### config.mk
export PLATFORM = sky130hd
export DESIGN_NAME = number_bcd_conv_flat
export DESIGN_NICKNAME = d
export VERILOG_FILES = /design/src/rtl/number_bcd_conv_pkg.sv /design/src/rtl/number_bcd_conv_if.sv /design/src/rtl/number_bcd_conv_bcd_add3_adj.sv /design/src/rtl/number_bcd_conv.sv /design/src/flat_wrapper.sv
export SDC_FILE = /design/constraint.sdc
export NUM_CORES = 1
export LEC_CHECK = 0
export ABC_AREA = 1
export ABC_CLOCK_PERIOD_IN_PS = 1500
export CAP_MARGIN = 15
export CORE_AREA = 2 2 69 88
export CTS_BUF_LIST = sky130_fd_sc_hd__clkbuf_8
export CTS_CLUSTER_SIZE = 24
export DETAILED_ROUTE_END_ITERATION = 12
export DIE_AREA = 0 0 71 90
export SYNTH_ARGS = -nofsm -noshare
export SYNTH_HDL_FRONTEND = slang
export SYNTH_HIERARCHICAL = 1
export SYNTH_SLANG_ARGS = --single-unit
### constraint.sdc
create_clock -name clk -period 1.5 [get_ports clk]
set_input_delay 0.3 -clock clk [delete_from_list [all_inputs] [get_ports clk]]
set_output_delay 0.3 -clock clk [all_outputs]
set_load 0.02 [all_outputs]
### src/rtl/number_bcd_conv_pkg.sv
// Shared constants and types for the binary-to-BCD number overlay path.
// Also consumed by the overlay for digit spacing and the blank-digit code.
package number_bcd_conv_pkg;

    localparam int unsigned DEF_BIN_W     = 13;
    localparam int unsigned DEF_MAX_VAL   = 999;
    localparam int unsigned DEF_CONV_BITS = 10;
    localparam int unsigned NUM_DIGITS    = 3;
    localparam int unsigned DIGIT_W       = 4;

    // Overlay draws nothing for this digit code
    localparam logic [DIGIT_W-1:0] DIGIT_BLANK = 4'hF;

    localparam logic [0:0] ST_IDLE  = 1'b0;
    localparam logic [0:0] ST_SHIFT = 1'b1;

    typedef struct packed {
        logic [DIGIT_W-1:0] hundreds;
        logic [DIGIT_W-1:0] tens;
        logic [DIGIT_W-1:0] ones;
    } bcd_digits_t;

endpackage

### src/rtl/number_bcd_conv_if.sv
// Value/vsync input and digit/status output bundle of the BCD converter.
interface number_bcd_conv_if #(
    parameter int unsigned BIN_W = number_bcd_conv_pkg::DEF_BIN_W
);
    import number_bcd_conv_pkg::*;

    logic               vsync_in;
    logic [BIN_W-1:0]   number_in;
    logic [DIGIT_W-1:0] digit_hundreds;
    logic [DIGIT_W-1:0] digit_tens;
    logic [DIGIT_W-1:0] digit_ones;
    logic               busy;
    logic               done;
    logic               overflow;

    modport master (
        output vsync_in, number_in,
        input  digit_hundreds, digit_tens, digit_ones, busy, done, overflow
    );

    modport slave (
        input  vsync_in, number_in,
        output digit_hundreds, digit_tens, digit_ones, busy, done, overflow
    );

endinterface

### src/rtl/number_bcd_conv_bcd_add3_adj.sv
// Double-dabble nibble correction: add 3 when the nibble is 5 or more.
module bcd_add3_adj (
    input  logic [3:0] nibble,
    output logic [3:0] adj_c
);

    assign adj_c = (nibble >= 4'd5) ? nibble + 4'd3 : nibble;

endmodule

### src/rtl/number_bcd_conv.sv
// Sequential binary-to-BCD converter, retriggered on each vsync rising edge.
// Build option NUMBER_BCD_LEADING_BLANK_EN replaces leading zero digits with DIGIT_BLANK.
module number_bcd_conv
    import number_bcd_conv_pkg::*;
#(
    parameter int unsigned BIN_W     = DEF_BIN_W,
    parameter int unsigned MAX_VAL   = DEF_MAX_VAL,
    parameter int unsigned CONV_BITS = DEF_CONV_BITS
) (
    input  logic             clk,
    input  logic             rst,
    number_bcd_conv_if.slave bus
);

    localparam int unsigned CNT_W = $clog2(CONV_BITS + 1);

    logic [0:0]           state, state_n;
    logic [CNT_W-1:0]     cnt, cnt_n;
    logic [CONV_BITS-1:0] shreg, shreg_n;
    bcd_digits_t          bcd, bcd_n;
    bcd_digits_t          digits, digits_n;
    logic                 busy, busy_n;
    logic                 done, done_n;
    logic                 overflow, overflow_n;
    logic                 vsync_prev;

    logic                 trigger_c;
    logic                 over_c;
    logic [CONV_BITS-1:0] capture_c;
    bcd_digits_t          bcd_adj_c;
    bcd_digits_t          bcd_shift_c;
    logic                 unused_carry_c;

    assign trigger_c = bus.vsync_in & ~vsync_prev;
    assign over_c    = bus.number_in > BIN_W'(MAX_VAL);
    assign capture_c = over_c ? CONV_BITS'(MAX_VAL) : CONV_BITS'(bus.number_in);

    bcd_add3_adj u_adj_hundreds (.nibble(bcd.hundreds), .adj_c(bcd_adj_c.hundreds));
    bcd_add3_adj u_adj_tens     (.nibble(bcd.tens),     .adj_c(bcd_adj_c.tens));
    bcd_add3_adj u_adj_ones     (.nibble(bcd.ones),     .adj_c(bcd_adj_c.ones));

    // Inter-nibble carries ride the shift; the top one never sets while MAX_VAL fits 3 digits
    assign bcd_shift_c    = {bcd_adj_c[10:0], shreg[CONV_BITS-1]};
    assign unused_carry_c = bcd_adj_c.hundreds[3];

    // State and datapath registers
    always_ff @(posedge clk) begin
        if (rst) begin
            state      <= ST_IDLE;
            cnt        <= '0;
            shreg      <= '0;
            bcd        <= '0;
            digits     <= '0;
            busy       <= 1'b0;
            done       <= 1'b0;
            overflow   <= 1'b0;
            vsync_prev <= 1'b1;
        end else begin
            state      <= state_n;
            cnt        <= cnt_n;
            shreg      <= shreg_n;
            bcd        <= bcd_n;
            digits     <= digits_n;
            busy       <= busy_n;
            done       <= done_n;
            overflow   <= overflow_n;
            vsync_prev <= bus.vsync_in;
        end
    end

    // Next-state and next-output logic
    always_comb begin
        state_n    = state;
        cnt_n      = cnt;
        shreg_n    = shreg;
        bcd_n      = bcd;
        digits_n   = digits;
        busy_n     = busy;
        done_n     = 1'b0;
        overflow_n = overflow;

        case (state)
            ST_IDLE: begin
                if (trigger_c) begin
                    shreg_n    = capture_c;
                    overflow_n = over_c;
                    bcd_n      = '0;
                    cnt_n      = '0;
                    busy_n     = 1'b1;
                    state_n    = ST_SHIFT;
                end
            end
            ST_SHIFT: begin
                bcd_n   = bcd_shift_c;
                shreg_n = {shreg[CONV_BITS-2:0], 1'b0};
                cnt_n   = cnt + CNT_W'(1);
                if (cnt == CNT_W'(CONV_BITS - 1)) begin
                    digits_n = bcd_shift_c;
`ifdef NUMBER_BCD_LEADING_BLANK_EN
                    if (bcd_shift_c.hundreds == 4'd0) begin
                        digits_n.hundreds = DIGIT_BLANK;
                        if (bcd_shift_c.tens == 4'd0) begin
                            digits_n.tens = DIGIT_BLANK;
                        end
                    end
`endif
                    done_n  = 1'b1;
                    busy_n  = 1'b0;
                    state_n = ST_IDLE;
                end
            end
            default: state_n = ST_IDLE;
        endcase
    end

    assign bus.digit_hundreds = digits.hundreds;
    assign bus.digit_tens     = digits.tens;
    assign bus.digit_ones     = digits.ones;
    assign bus.busy           = busy;
    assign bus.done           = done;
    assign bus.overflow       = overflow;

endmodule

### src/flat_wrapper.sv
// flat-port wrapper written by rule: the top's interface ports become plain ports
module number_bcd_conv_flat import number_bcd_conv_pkg::*;
#(
    parameter int unsigned BIN_W     = DEF_BIN_W,
    parameter int unsigned MAX_VAL   = DEF_MAX_VAL,
    parameter int unsigned CONV_BITS = DEF_CONV_BITS
)
  (clk, rst, bus_vsync_in, bus_number_in, bus_digit_hundreds, bus_digit_tens, bus_digit_ones, bus_busy, bus_done, bus_overflow);
  number_bcd_conv_if #(.BIN_W(BIN_W)) bus_i ();
  input  logic clk;
  input  logic rst;
  input wire logic [$bits(bus_i.vsync_in)-1:0] bus_vsync_in;
  input wire logic [$bits(bus_i.number_in)-1:0] bus_number_in;
  output wire logic [$bits(bus_i.digit_hundreds)-1:0] bus_digit_hundreds;
  output wire logic [$bits(bus_i.digit_tens)-1:0] bus_digit_tens;
  output wire logic [$bits(bus_i.digit_ones)-1:0] bus_digit_ones;
  output wire logic [$bits(bus_i.busy)-1:0] bus_busy;
  output wire logic [$bits(bus_i.done)-1:0] bus_done;
  output wire logic [$bits(bus_i.overflow)-1:0] bus_overflow;
  assign bus_i.vsync_in = bus_vsync_in;
  assign bus_i.number_in = bus_number_in;
  assign bus_digit_hundreds = bus_i.digit_hundreds;
  assign bus_digit_tens = bus_i.digit_tens;
  assign bus_digit_ones = bus_i.digit_ones;
  assign bus_busy = bus_i.busy;
  assign bus_done = bus_i.done;
  assign bus_overflow = bus_i.overflow;
  number_bcd_conv #(.BIN_W(BIN_W), .MAX_VAL(MAX_VAL), .CONV_BITS(CONV_BITS)) u_core (.clk(clk), .rst(rst), .bus(bus_i));
endmodule
==> impl_summary.md, run 1 <==
Die
For this configuration, the core starts out at a cell density of 37.9%. The die is roughly 90 um tall. 31 I/O pins were placed.

The core outline area is about 5600 um^2. The floorplan step defined a die boundary enclosing between 6000 and 7000 um^2. The width of the die is between 70 and 80 um. The number of rows in the core area is 31.

Yosys
The synthesized instance count is 299. The post-synth design cell area is about 2100 um^2. A synthesized cell averages just over 7 um^2. The synthesized netlist net count is approximately 320. The synthesis warning total is 6.

Timing
The worst setup skew after layout is around 0.0060 ns. The count of endpoints failing hold in the final timing report is 0. The portion of the clock cycle consumed by the worst path in the final layout is between 80% and 90%. The least setup slack across all paths after layout is between 0.15 and 0.2 ns.

Setup repair after global routing left no endpoint under its margin. The number of max-slew violations in the final report is 0. The worst hold-check slack is 0.446 ns. After layout, the minimum clock period comes to approximately 1.3 ns. At the pin with the least slew margin, the transition time is about 0.33 ns. Measured against its own limit, the worst slew margin works out to 78.1%. The total negative slack for setup checks is 0 ns. The number of setup violations in the final report is 0.

Timing would allow up to roughly 740 MHz.

Placement
During placement, the flow inserted port buffers numbering 30. The half-perimeter wire length of the detailed placement result is between 3000 and 4000 um. OpenSTA, run right after detailed placement, puts the worst setup slack at -0.0884 ns.

In this run, placement finished with an instance count of roughly 400. Summing all placed instances gives a cell area of around 2600 um^2. The final estimated routing congestion in global placement is approximately 0.8.

Global routing
The number of global-route vias before repair came to approximately 1800. The layer with the highest usage is met2. The number of antenna violations at the first check in global routing was 0. The total overflow left after global routing is 0.

For this run, global-route usage on met2 was measured as 26.2%. Entering global routing, the biggest net connects 24 pins. Across every metal layer, demand over resource in global routing totals approximately 14%. The global-route met3 utilization is about 3.5%.

The wire length of the first global-routing pass is 7480 um. The met1 track demand over resource in global routing is 15.6%.

Setup path
The endpoint required time on the critical path is ~1.7 ns. The worst setup path is captured at a register. The worst register-to-register path begins at u_core/bcd[5]. The endpoint of the worst-slack reg-to-reg timing path is u_core/bcd[5]. The worst reg-to-reg setup slack is approximately 0.16 ns.

The startpoint of the most critical setup path is u_core/bcd[5]. The critical path capture point is u_core/bcd[5]. Along the worst path, the maximum fanout reaches 4. For the worst setup path, the data arrival time is between 1.5 and 2 ns.

The worst setup path is launched from a register. The depth of the most critical reg-to-reg path is 9. The worst setup path is of the reg2reg kind.

Run status
The flow ran to the end, and the final reports show no timing, DRC or antenna violations.

Power and ir drop
Combinational logic is responsible for around a tenth of the overall power. Internal power comes to about 1.7 mW. The power density over the cells is between 800 and 900 nW/um^2.

The design draws between 2 and 2.5 mW. In this run the static leakage power is ~1.3 nW. The share of total power in sequential cells is between 50% and 60%. The reported net switching power is 0.504 mW. IR analysis of the VDD net gives a maximum drop of a little under 0.4 mV. The share of total power consumed by net switching is between 20% and 30%.

In this run, the clock network consumes 36.4% of the power.

Route
The detailed-router iteration count before antenna repair is 4. After detailed routing, the number of remaining DRC violations is 0. The number of routed nets with antenna violations is 0. After the first detailed-routing iteration, the DRC count stood at a little over 50. The detailed router placed 1872 vias in this run.

Wires add up to 4160 um. After detailed routing, the number of vias per cell comes to between 4 and 5. After detailed routing, the average wire length per cell comes to between 10 and 15 um.

Finish
The layout net count is 368. Relative to the synthesized area, the layout overhead comes to 25.9%. Cells with a size suffix above 1 make up 19.1% of the layout. The utilization of the core after routing is 47.7%. The repair_antennas step left the layout with diodes totalling 0. The number of inserted filler cells in the final layout is a little under 600. After the flow finishes, the layout carries non-filler instances totaling around 410.

The total non-filler cell area in the finished layout is 2680 um^2.

Clock tree
The tree is rooted in a sky130_fd_sc_hd__clkbuf_8. After clock tree synthesis, the clock-pin slew on the worst setup and hold paths is around 0.070 ns. TritonCTS built the clock tree. CTS saw between 40 and 50 sinks. The buffers inserted during post-CTS setup optimization is 0. The worst-case clock buffer depth is 2. The number of buffers created by CTS is 5. The clock reaches the later pin of the worst-skew pair after roughly 0.29 ns. The count of H-tree levels built during CTS is 2.

Worst hold path
The worst hold path class is reg2reg.

Run
Max-cap violations in this run came to 0.
-- registers in the layout, indices dropped and copies added (netlist names) --
signal,count
u_core/bcd,12
u_core/bus.busy,1
u_core/state,1
u_core/bus.digit_ones,4
u_core/shreg,10
u_core/bus.done,1
u_core/bus.overflow,1
u_core/bus.digit_tens,4
u_core/bus.digit_hundreds,4
u_core/cnt,4
u_core/vsync_prev,1
-- cells in the final DEF, fill, tap and decap left out --
cell,n
sky130_fd_sc_hd__buf_12,1
sky130_fd_sc_hd__inv_2,6
sky130_fd_sc_hd__nand3_1,17
sky130_fd_sc_hd__o22ai_1,1
sky130_fd_sc_hd__nor2_4,7
sky130_fd_sc_hd__inv_4,2
sky130_fd_sc_hd__nor2_1,18
sky130_fd_sc_hd__nand2_1,119
sky130_fd_sc_hd__dfxtp_2,2
sky130_fd_sc_hd__ha_1,8
sky130_fd_sc_hd__dlymetal6s2s_1,1
sky130_fd_sc_hd__nor3_1,3
sky130_fd_sc_hd__dlygate4sd2_1,14
sky130_fd_sc_hd__or2_2,1
sky130_fd_sc_hd__nor2_2,1
sky130_fd_sc_hd__buf_4,17
sky130_fd_sc_hd__nand3_4,1
sky130_fd_sc_hd__clkdlybuf4s50_1,15
sky130_fd_sc_hd__clkbuf_8,7
sky130_fd_sc_hd__nand2_2,14
sky130_fd_sc_hd__inv_1,19
sky130_fd_sc_hd__o21ai_0,5
sky130_fd_sc_hd__a21oi_2,2
sky130_fd_sc_hd__clkinv_2,1
sky130_fd_sc_hd__a21oi_1,16
sky130_fd_sc_hd__a211oi_1,2
sky130_fd_sc_hd__nand4_2,1
sky130_fd_sc_hd__dfxtp_1,41
sky130_fd_sc_hd__o21ai_2,3
-- area by class of cell --
class,instances,area [um^2],share of cell area [%]
clock inverters,1,3.75,0.140
flip-flops and latches,43,863,32.2
clock buffers,7,96.3,3.59
repair buffers,48,433,16.2
well taps,66,82.6,3.08
inverters,27,108,4.01
multi-input cells,219,1090,40.8
-- worst min-delay path by stage --
stage,slack (ns),to,startpoint,cells after the start
after floorplan,0.41,u_core/vsync_prev,bus_vsync_in,1
after CTS,0.45,u_core/bus.digit_tens[3],u_core/bus.digit_tens[3],2
after global routing,0.46,u_core/bus.digit_tens[3],u_core/bus.digit_tens[3],2
after global placement,0.44,u_core/bus.digit_hundreds[2],u_core/bus.digit_hundreds[2],2
final,0.45,u_core/bus.digit_tens[3],u_core/bus.digit_tens[3],2
after detailed placement,0.44,u_core/bus.digit_tens[3],u_core/bus.digit_tens[3],2
-- power by group through the flow --
stage,logic [mW],clock network [mW],registers (mW)
final,0.208,0.797,1.18
after global routing,0.233,0.876,1.19
after CTS,0.209,0.833,1.18
after detailed placement,0.211,0,1.21
after global placement,0.211,0,1.21
after floorplan,0.109,0,1.21
-- what timing repair did --
item                                    in CTS  in global routing
gates resized for setup                     14                  4
endpoints found under the setup margin      14                 16
hold buffers                                 0                  0
-- worst max-delay path, stage by stage (launching register included) --
cell and delay [ns]:
sky130_fd_sc_hd__dfxtp_1 0.37, sky130_fd_sc_hd__inv_1 0.09, sky130_fd_sc_hd__ha_1 0.18, sky130_fd_sc_hd__nand2_1 0.07
sky130_fd_sc_hd__nand2_2 0.06, sky130_fd_sc_hd__nor2_4 0.14, sky130_fd_sc_hd__nand2_1 0.07, sky130_fd_sc_hd__nand2_1 0.10
sky130_fd_sc_hd__nand2_1 0.06, sky130_fd_sc_hd__a21oi_1 0.14
-- layer usage --
layer | part of all wire (%) | vias to the layer above
met3 | 3.9 | 8
met2 | 50 | 38
met5 | 0 | -
met4 | 2.0 | 0
met1 | 44 | 811
li1 | - | 1015
Note: power is estimated with default switching activity, not from simulation.
==> inputs of run 2 (changes only) <==
Settings changed: CORE_AREA 2 2 69 88 to 2 2 77 79, DIE_AREA 0 0 71 90 to 0 0 79 81, PLACE_DENSITY set to 0.57.
==> run 2 against run 1 <==
Count of clock-buffer cells in the layout decreased by 2. Critical endpoint is now u_core/bcd[4]. Sequential share of layout area decreased by 0.060 points. Combinational power increased by 3%. Routed wire length increased by 2.5%. Largest cell class unchanged. Highest routed layer unchanged.
==> impl_summary.md, run 2 (synthesized netlist as in run 1, its figures left out) <==
Timing
Setup repair after global routing left no endpoint under its margin. The count of endpoints failing hold in the final timing report is 0. The maximum clock frequency is ~740 MHz. After layout, the minimum clock period comes to around 1.4 ns.

The number of setup violations in the final report is 0. The worst pin sits at a relative slew slack of about three quarters. The number of max-slew violations in the final report was 0. For the pin with the worst max-slew slack, the measured transition is 0.371 ns.

The portion of the clock cycle consumed by the worst path in the final layout is approximately nine tenths. The worst setup skew after layout is ~0.011 ns.

Setup path
The signal on the critical path passes through inv_1 -> ha_1 -> nor2_4 -> nor2_4 -> a21oi_2 -> nand2_1 -> a21oi_1. The critical path crosses 7 cells after its start point. The endpoint identified for the worst register-to-register timing path is u_core/bcd[4]. The startpoint identified for the worst register-to-register timing path is u_core/bcd[1]. In this run the register-to-register setup slack is 0.15 ns.

The depth of the most critical reg-to-reg path is 7. The endpoint required time on the critical path is roughly 1.7 ns. The data arrival time of the critical path is approximately 1.6 ns. Counting stages on the worst path, the most repeated cell is sky130_fd_sc_hd__nor2_4. The slowest stage of the critical path is the sky130_fd_sc_hd__dfxtp_1 cell. The number of buffers and inverters on the critical path is 1. STA classifies the critical path startpoint as a register. The kind of capture point of the worst setup path is a register. On the worst path, the slowest cell contributes a delay of 0.37 ns. The peak fanout along the critical path is 4.

The classification of the worst setup path is reg2reg. The cell family with the largest share of critical-path delay is flip-flops.

Finish
Measured on the finished design, the core utilization comes to 47.3%. In the final layout, the registers with the most flip-flops are u_core/bcd (12), u_core/shreg (10). Compared with the post-synthesis result, the final layout area differs by 26.1%.

The antenna diode count is 0. The most common cell after layout, fill and taps aside is sky130_fd_sc_hd__nand2_1. The total non-filler cell area in the finished layout is between 2000 and 3000 um^2. The net count of the finished layout is about 370. The register with the most flip-flops in the layout has 12 of them. The top cell types in the final layout, fill and taps aside, are 119 x sky130_fd_sc_hd__nand2_1, 41 x sky130_fd_sc_hd__dfxtp_1, 19 x sky130_fd_sc_hd__inv_1, 18 x sky130_fd_sc_hd__nor2_1, 17 x sky130_fd_sc_hd__nand3_1. The register with the most flip-flops in the final layout is u_core/bcd. The share of post-route cells with drive strength above 1 is approximately a fifth.

Power and ir drop
Dividing total power by cell area gives a power density of roughly 780 nW/um^2. Summed over all cells, the static leakage comes to between 1 and 1.5 nW. The worst-case IR drop observed on VDD is 0.328 mV.

Clock tree
In this run the post-CTS setup repair buffer count came out at 0. The number of buffers created by CTS is 5. The worst-case clock buffer depth is 2.

The clock sink count is between 40 and 50. The count of H-tree levels built during CTS is 2. The CTS tree is done. In this run the clock root is driven by a sky130_fd_sc_hd__clkbuf_8. The clock input transition at the sequential cells of the worst setup and hold paths is 0.08 ns. The clock latency of the later-clocked register in the worst-skew pair is 0.29 ns.

Placement
After detailed placement, the total cell area comes to 2620 um^2. The congestion estimate from routability-driven global placement came to 0.799. The half-perimeter wire length of the detailed placement result is roughly 3200 um. The count of buffers added on input and output ports is 30.

Route
The post-detailed-route wirelength per cell is 10.2 um. The number of routed nets with antenna violations is 0. The first detailed-routing pass ran for 6 iterations.

The post-route DRC violation count is 0. Wires add up to 4260 um. Using the TritonRoute via totals, the vias-per-cell ratio works out to between 4 and 5.

Detailed routing inserted a total of approximately 1900 vias. The first routing iteration left a little over 60 violations.

Die
The die outline height is slightly above 80 um. In this run the standard cell core region covers roughly 5700 um^2. The top-level I/O count is 31. The number of rows in the core area is 28. The floorplan die area is approximately 6400 um^2.

The width of the die is approximately 79 um. The initial utilization of the core area, before any placement, comes to 37.5%.

Worst hold path
The worst hold path class is reg2reg. The cell count of the worst hold path is 2. The path with the worst hold slack has its endpoint at u_core/bus.digit_tens[2]. The worst hold path startpoint is u_core/bus.digit_tens[2].

Global routing
The wire length of the first global-routing pass is 7460 um. The pin count of the biggest net entering global routing is 14. The number of global-route vias before repair is approximately 1700. Global routing used 14.9% of the available tracks across all layers. The number of antenna violations at the first check in global routing is 0. Global routing finished with a remaining overflow of 0.

Run status
The run finished with clean final reports.

Run
The tool flagged a number of max-cap violations equal to 0.
run 2: changes by cell type in the layout (fill, tap and decap cells not counted), sizes merged:
cell | before | now
buf | 18 | 17
dlygate4sd2 | 14 | 15
clkinvlp | 0 | 1
dlymetal6s2s | 1 | 0
clkbuf | 7 | 5
clkinv | 1 | 2
run 2: area by class of cell:
cell class / instances / area [um^2]
fill: 587 / 2990
clock inverter: 3 / 16.3
multi-input combinational: 219 / 1090
inverter: 27 / 108
timing repair buffer: 47 / 447
tap: 75 / 93.8
clock buffer: 5 / 68.8
sequential: 43 / 863
run 2: worst max-delay path by stage:
stage                   from         endpoint
6_report       u_core/bcd[1]    u_core/bcd[4]
5_1_grt        u_core/bcd[8]   u_core/bcd[11]
4_1_cts        u_core/bcd[0]    u_core/bcd[4]
3_5_place_dp    bus_vsync_in  u_core/shreg[6]
3_3_place_gp    bus_vsync_in  u_core/shreg[6]
2_1_floorplan  u_core/bcd[0]    u_core/bcd[4]
run 2: metal layers:
metal | up-vias | wire, um | part of all wire, % | track usage [%]
met3 | 4 | 155 | 3.6 | 3.33
met4 | 0 | 51 | 1.2 | 5.69
li1 | 1018 | - | - | -
met1 | 846 | 2110 | 50 | 19.6
met2 | 33 | 1950 | 46 | 24.0
met5 | - | 0 | 0 | 0
run 2: through the flow:
| step | setup WS, ns | total power [mW] | cells | TNS [ns] | hold slack (ns) |
|---|---|---|---|---|---|
| 2_1_floorplan | 0.263 | 1.32 | 299 | 0 | 0.407 |
| 3_3_place_gp | -0.0495 | 1.43 | 411 | -0.271 | 0.437 |
| 3_5_place_dp | -0.0394 | 1.43 | 411 | -0.250 | 0.439 |
| 4_1_cts | 0.0964 | 2.15 | 419 | 0 | 0.451 |
| 5_1_grt | 0.0296 | 2.22 | 419 | 0 | 0.463 |
| 6_report | 0.148 | 2.10 | 419 | 0 | 0.446 |
run 2: power breakdown:
group          internal, mW  total (mW)  switching [mW]  leakage [nW]
Clock                 0.319       0.705           0.386        0.0453
Sequential             1.17        1.18          0.0178         0.349
Combinational         0.109       0.215           0.106         0.845
run 2: timing repair:
action	4_1_cts	5_1_grt
hold endpoints to repair	0	0
gates resized for setup	15	2
endpoints found under the setup margin	15	3
hold buffers	0	0
pin swaps	0	0
run 2: tightest hold or removal path, stage by stage, from the launching register on:
cell and delay [ns]:
sky130_fd_sc_hd__dfxtp_1 0.31, sky130_fd_sc_hd__nand2_1 0.06, sky130_fd_sc_hd__nand2_1 0.04
